**config.mk**
```make
export PLATFORM = sky130hd
export DESIGN_NAME = line_buffer_window_ctrl
export DESIGN_NICKNAME = d
export VERILOG_FILES = /design/src/rtl/line_buffer_window_ctrl_pkg.sv /design/src/rtl/line_buffer_window_ctrl_window_shift_reg.sv /design/src/rtl/line_buffer_window_ctrl.sv
export SDC_FILE = /design/constraint.sdc
export NUM_CORES = 1
export LEC_CHECK = 0
export CORE_ASPECT_RATIO = 1.25
export CORE_MARGIN = 2
export CORE_UTILIZATION = 55
export CTS_CLUSTER_DIAMETER = 100
export DETAILED_ROUTE_END_ITERATION = 12
export DONT_BUFFER_PORTS = 1
export PLACE_DENSITY_LB_ADDON = 0.05
export SLEW_MARGIN = 0
export SYNTH_ARGS = -nofsm -noshare
export SYNTH_HDL_FRONTEND = slang
export SYNTH_SLANG_ARGS = --single-unit
```
**constraint.sdc**
```tcl
create_clock -name i_clock -period 2 [get_ports i_clock]
set_input_delay 0.3 -clock i_clock [delete_from_list [all_inputs] [get_ports i_clock]]
set_output_delay 0.3 -clock i_clock [all_outputs]
set_load 0.01 [all_outputs]
```
**src/rtl/line_buffer_window_ctrl_pkg.sv**
```systemverilog
// Shared definitions for the line-buffer window controller and the window-consuming kernels:
// control FSM encoding and the window bit-index helper.
package line_buffer_window_ctrl_pkg;

  typedef enum logic [1:0] {
    StIdle = 2'd0,
    StRun  = 2'd1,
    StDone = 2'd2
  } state_e;

  // Window bit r*n+c; r=0 is the oldest (top) row, c=0 the oldest (left) column.
  function automatic int unsigned win_idx(input int unsigned r, input int unsigned c,
                                          input int unsigned n);
    return r * n + c;
  endfunction

endpackage

```
**src/rtl/line_buffer_window_ctrl_window_shift_reg.sv**
```systemverilog
// n x n window register: each load shifts every row one column left and drops the new
// column into the rightmost position.
module line_buffer_window_ctrl_window_shift_reg
  import line_buffer_window_ctrl_pkg::*;
#(
  parameter int unsigned WindowSize = 3
) (
  input  logic                             i_clock,
  input  logic                             i_reset_n,
  input  logic                             i_load,
  input  logic [WindowSize-1:0]            i_column,
  output logic [WindowSize*WindowSize-1:0] o_window
);

  logic [WindowSize*WindowSize-1:0] r_window;
  logic [WindowSize*WindowSize-1:0] w_window_next;

  for (genvar r = 0; r < WindowSize; r++) begin : g_row
    for (genvar c = 0; c < WindowSize; c++) begin : g_col
      localparam int unsigned Idx = win_idx(r, c, WindowSize);
      if (c == WindowSize - 1) begin : g_new
        assign w_window_next[Idx] = i_load ? i_column[r] : r_window[Idx];
      end else begin : g_shift
        localparam int unsigned SrcIdx = win_idx(r, c + 1, WindowSize);
        assign w_window_next[Idx] = i_load ? r_window[SrcIdx] : r_window[Idx];
      end
    end
  end

  always_ff @(posedge i_clock or negedge i_reset_n) begin
    if (!i_reset_n) begin
      r_window <= '0;
    end else begin
      r_window <= w_window_next;
    end
  end

  assign o_window = r_window;

endmodule

```
**src/rtl/line_buffer_window_ctrl.sv**
```systemverilog
// Raster-stream line-buffer controller assembling a registered WindowSize x WindowSize window.
// Optional macro WINDOW_OUT_REG_EN adds one output register stage (window latency 2 cycles).
module line_buffer_window_ctrl
  import line_buffer_window_ctrl_pkg::*;
#(
  parameter int unsigned AddrWidth   = 3,
  parameter int unsigned ImageWidth  = 7,
  parameter int unsigned ImageHeight = 7,
  parameter int unsigned RowWidth    = 3,
  parameter int unsigned WindowSize  = 3
) (
  input  logic                             i_clock,
  input  logic                             i_reset_n,
  input  logic                             i_start,
  input  logic                             i_in_valid,
  output logic                             o_in_ready,
  input  logic                             i_in_pixel,
  output logic                             o_lb_write_enable,
  output logic [AddrWidth-1:0]             o_lb_addr,
  output logic                             o_lb_data,
  input  logic [WindowSize-2:0]            i_lb_line_data,
  output logic [WindowSize*WindowSize-1:0] o_window,
  output logic                             o_window_valid,
  output logic [RowWidth-1:0]              o_window_row,
  output logic [AddrWidth-1:0]             o_window_col,
  output logic                             o_frame_done,
  output logic                             o_busy
);

  localparam logic [AddrWidth-1:0] LastCol     = AddrWidth'(ImageWidth - 1);
  localparam logic [RowWidth-1:0]  LastRow     = RowWidth'(ImageHeight - 1);
  localparam logic [AddrWidth-1:0] FirstWinCol = AddrWidth'(WindowSize - 1);
  localparam logic [RowWidth-1:0]  FirstWinRow = RowWidth'(WindowSize - 1);

  state_e                           r_state;
  state_e                           w_state_next;
  logic [AddrWidth-1:0]             r_col;
  logic [AddrWidth-1:0]             w_col_next;
  logic [RowWidth-1:0]              r_row;
  logic [RowWidth-1:0]              w_row_next;
  logic                             w_accept;
  logic                             w_last_pixel;
  logic                             w_win_hit;
  logic [WindowSize-1:0]            w_col_vec;
  logic [WindowSize*WindowSize-1:0] w_shift_window;
  logic                             r_win_valid;
  logic [RowWidth-1:0]              r_win_row;
  logic [AddrWidth-1:0]             r_win_col;
  logic                             r_frame_done;

  assign w_accept     = i_in_valid & (r_state == StRun);
  assign w_last_pixel = (r_col == LastCol) && (r_row == LastRow);
  // Rows/columns before n-1 would mix in stale or previous-line data, so they never fire.
  assign w_win_hit    = w_accept && (r_row >= FirstWinRow) && (r_col >= FirstWinCol);

  always_comb begin
    w_state_next = r_state;
    w_col_next   = r_col;
    w_row_next   = r_row;
    unique case (r_state)
      StIdle: begin
        if (i_start) begin
          w_state_next = StRun;
          w_col_next   = '0;
          w_row_next   = '0;
        end
      end
      StRun: begin
        if (w_accept) begin
          if (w_last_pixel) begin
            w_state_next = StDone;
            w_col_next   = '0;
            w_row_next   = '0;
          end else if (r_col == LastCol) begin
            w_col_next = '0;
            w_row_next = r_row + 1'b1;
          end else begin
            w_col_next = r_col + 1'b1;
          end
        end
      end
      StDone:  w_state_next = StIdle;
      default: w_state_next = StIdle;
    endcase
  end

  always_ff @(posedge i_clock or negedge i_reset_n) begin
    if (!i_reset_n) begin
      r_state      <= StIdle;
      r_col        <= '0;
      r_row        <= '0;
      r_win_valid  <= 1'b0;
      r_win_row    <= '0;
      r_win_col    <= '0;
      r_frame_done <= 1'b0;
    end else begin
      r_state      <= w_state_next;
      r_col        <= w_col_next;
      r_row        <= w_row_next;
      r_win_valid  <= w_win_hit;
      r_frame_done <= w_accept & w_last_pixel;
      if (w_win_hit) begin
        r_win_row <= r_row;
        r_win_col <= r_col;
      end
    end
  end

  // Bottom window row is the live pixel; line-buffer bit k is image row (row-1-k).
  assign w_col_vec[WindowSize-1] = i_in_pixel;
  for (genvar k = 0; k < WindowSize - 1; k++) begin : g_lb
    assign w_col_vec[WindowSize-2-k] = i_lb_line_data[k];
  end

  line_buffer_window_ctrl_window_shift_reg #(
    .WindowSize (WindowSize)
  ) u_window_shift_reg (
    .i_clock   (i_clock),
    .i_reset_n (i_reset_n),
    .i_load    (w_accept),
    .i_column  (w_col_vec),
    .o_window  (w_shift_window)
  );

  assign o_in_ready        = (r_state == StRun);
  assign o_lb_write_enable = w_accept;
  assign o_lb_addr         = r_col;
  assign o_lb_data         = i_in_pixel;
  assign o_busy            = (r_state == StRun) || (r_state == StDone);

`ifdef WINDOW_OUT_REG_EN
  logic [WindowSize*WindowSize-1:0] r_out_window;
  logic                             r_out_valid;
  logic [RowWidth-1:0]              r_out_row;
  logic [AddrWidth-1:0]             r_out_col;
  logic                             r_out_frame_done;

  always_ff @(posedge i_clock or negedge i_reset_n) begin
    if (!i_reset_n) begin
      r_out_window     <= '0;
      r_out_valid      <= 1'b0;
      r_out_row        <= '0;
      r_out_col        <= '0;
      r_out_frame_done <= 1'b0;
    end else begin
      r_out_window     <= w_shift_window;
      r_out_valid      <= r_win_valid;
      r_out_row        <= r_win_row;
      r_out_col        <= r_win_col;
      r_out_frame_done <= r_frame_done;
    end
  end

  assign o_window       = r_out_window;
  assign o_window_valid = r_out_valid;
  assign o_window_row   = r_out_row;
  assign o_window_col   = r_out_col;
  assign o_frame_done   = r_out_frame_done;
`else
  assign o_window       = w_shift_window;
  assign o_window_valid = r_win_valid;
  assign o_window_row   = r_win_row;
  assign o_window_col   = r_win_col;
  assign o_frame_done   = r_frame_done;
`endif

endmodule
```
==> flow_summary.ini <==
[run_status]
status = completed

[worst_setup_path]
worst_path_max_delay_cell = dfrtp_1
path_cells = inv_1, ha_2, o211ai_1, a21oi_2, mux2_2
critical-path-max-stage-delay_ns = 0.41
critPathLaunchType = flop
worstPathArrival_ns = 1.95
critPathCaptureType = flop
cp.required_ns = 2.20
path_max_fanout = 9
critPathKind = flop to flop

[grt]
grt_max_degree = 26
grt_pass1_wl_um = 3380
grt_overflow = 0
antenna_found_initial = 0
track_usage_pct = 17.8
grt_pass1_vias = 751

[die]
die_h_um = 56.2
dieArea_um2 = 2570
die_w_um = 45.8
row_count = 18
core_area_um2 = 2030
initial_utilization_pct = 59.1
io_pins = 31

[synth]
yosysSeqAreaShare_pct = 52.2
synthAdderAreaFrac_pct = 4.18
yosys.area_share.simple_pct = 13.5
netlist_area_um2 = 1200
synth_xor_area_share_pct = 0
synth_compound_area_share_pct = 12.4
synth_cell_types = 30
synth_mux_area_share_pct = 13.4
syn_nets = 116
synth_edf_count = 0
synthCells = 105
ys_ff_latch = 25
synth_top_family_by_area = simple AND/OR/NAND/NOR gates
synth_area_per_cell_um2 = 11.4
async_flop_share_pct = 100
synth_ff_type = dfrtp_1
yosys_warnings = 0

[timing]
rsz0062_at_grt = no
drv_slew = 0
skew_ns = 0.00143
tightest_slew_ns = 1.03
setup_viol = 0
slew_headroom_pct = 31.2
period_needed_ns = 1.75
max_clock_freq_mhz = 572
hold_viol = 0
final.period_utilization_pct = 87.5
fin_setup_tns_ns = 0
finalWorstSetupSlack_ns = 0.251

[placed_design]
port_buffers = 0
dp_hpwl_um = 1470
pre_cts_ws_ns = 0.169
gp_congestion = 0.772

[power_and_ir_drop]
ir_drop_mv = 0.860
leakagePower_nw = 0.557
p_per_area_nw_per_um2 = 1390

[routing]
routed_via_density = 6.20
drtIter0Drc = 5
wl_um = 1940
dr.pass1.iters = 4
drc = 0
vias = 788
ant_nets = 0
wire_per_inst_um = 15.3

[clocking]
clk-insertion-delay-late_ns = 0.30
root_buffer = clkbuf_4
numCtsBuffers = 3
path_clk_slew_ns = 0.12
clock-sinks = 25
cts_max_path_buffers = 2
cts_tree = built
htreeDepth = 1

[finish]
fillers = 160
drive_gt1_share_pct = 20.6
final_common_cell = dfrtp_1
final_cell_mix = 25 x dfrtp_1, 13 x mux2_2, 8 x o21ai_0, 7 x inv_1
multi_input_area_um2 = 526
area_growth_pct = 4.59
nets = 119
diodes = 0
area.sequential_um2 = 626

[min_path]
hold_path.class = input pin to flop

[run]
max-cap-violations = 0
[worst max-delay path, delay by kind of cell (launching register included)]
family	cells	cell delay, ns
buffers and inverters	1	0.09
AO/OA/AOI/OAI	2	0.50
adder cells (fa/ha/maj)	1	0.28
multiplexers	1	0.37
flip-flops	1	0.41
[Yosys cell counts (2+ instances only)]
cell type | n | area share [%]
nor3_1 | 4 | 1.7
dfrtp_1 | 25 | 52
nand3b_1 | 4 | 2.5
inv_1 | 7 | 2.2
o21ai_0 | 8 | 3.3
ha_1 | 4 | 4.2
a211oi_1 | 2 | 1.3
nor2_1 | 4 | 1.3
o211ai_1 | 2 | 1.3
buf_2 | 3 | 1.3
nand2_1 | 4 | 1.3
nor2b_1 | 2 | 1.0
nand3_1 | 3 | 1.3
mux2_2 | 13 | 12
nand2b_1 | 4 | 2.1
o311ai_1 | 2 | 1.5
[metrics by stage]
| step | std cells | hold slack [ns] | power (mW) | cell area (um^2) | util (%) |
|---|---|---|---|---|---|
| floorplan | 105 | 0.00441 | 1.41 | 1200 | - |
| global placement | 121 | 0.00490 | 1.51 | 1200 | 59.4 |
| detailed placement | 121 | 0.00488 | 1.54 | 1200 | 59.4 |
| CTS | 126 | 0.130 | 1.76 | 1240 | 61.2 |
| global route | 127 | 0.106 | 1.89 | 1250 | 61.9 |
| finish | 127 | 0.142 | 1.74 | 1250 | 61.9 |
[cell type report]
class | count | share of cell area [%]
Inverter | 7 | 2.10
Timing Repair Buffer | 3 | 2.00
Multi-Input combinational cell | 68 | 41.9
Sequential cell | 25 | 49.9
Clock buffer | 4 | 2.10
Tap cell | 20 | 2.00
[worst paths after layout]
kind | from | endpoint | slack, ns | depth (start not counted)
worst max-delay path | r_state[1] | o_window_col[0] | 0.25 | 5
worst min-delay path | i_lb_line_data[1] | u_window_shift_reg.o_window[2] | 0.14 | 1
worst max register to register | r_state[1] | o_window_col[0] | 0.25 | 5
worst min register to register | r_state[1] | r_state[1] | 0.54 | 1
max in group asynchronous | i_reset_n | o_window_col[1] | 0.77 | 1
min in group asynchronous | i_reset_n | u_window_shift_reg.o_window[3] | 0.61 | 1
[where the power goes]
group	total (mW)	leakage (nW)	switching, mW	internal, mW
Clock	0.208	0.0150	0.130	0.0777
Combinational	0.574	0.225	0.280	0.294
Sequential	0.960	0.317	0.259	0.701
[logic make-up after synthesis]
group | after synthesis
simple gates | 29
flops | 25
compound gates | 21
mux | 14
buf+inv | 12
fa+ha+maj | 4
[per-layer routing]
metal | track usage (%) | part of all wire, % | up-vias
met5 | 0 | 0 | -
met3 | 3.90 | 3.8 | 2
met4 | 8.57 | 1.2 | 0
met1 | 23.1 | 43 | 386
met2 | 27.2 | 52 | 21
li1 | - | - | 379
[registers in the layout, summed over array words and instances (netlist names)]
register                     flops
r_row                            3
o_window_row                     3
o_lb_addr                        3
o_window_valid                   1
o_window_col                     3
r_state                          2
u_window_shift_reg.o_window      9
o_frame_done                     1
[what timing repair did]
action | 4_1_cts | 5_1_grt
setup endpoints to repair | 0 | 4
hold endpoints to repair | 25 | 0
hold buffers | 1 | 0
setup buffers | 0 | 1
resized for setup | 0 | 2
Note: power is estimated with default switching activity, not from simulation.
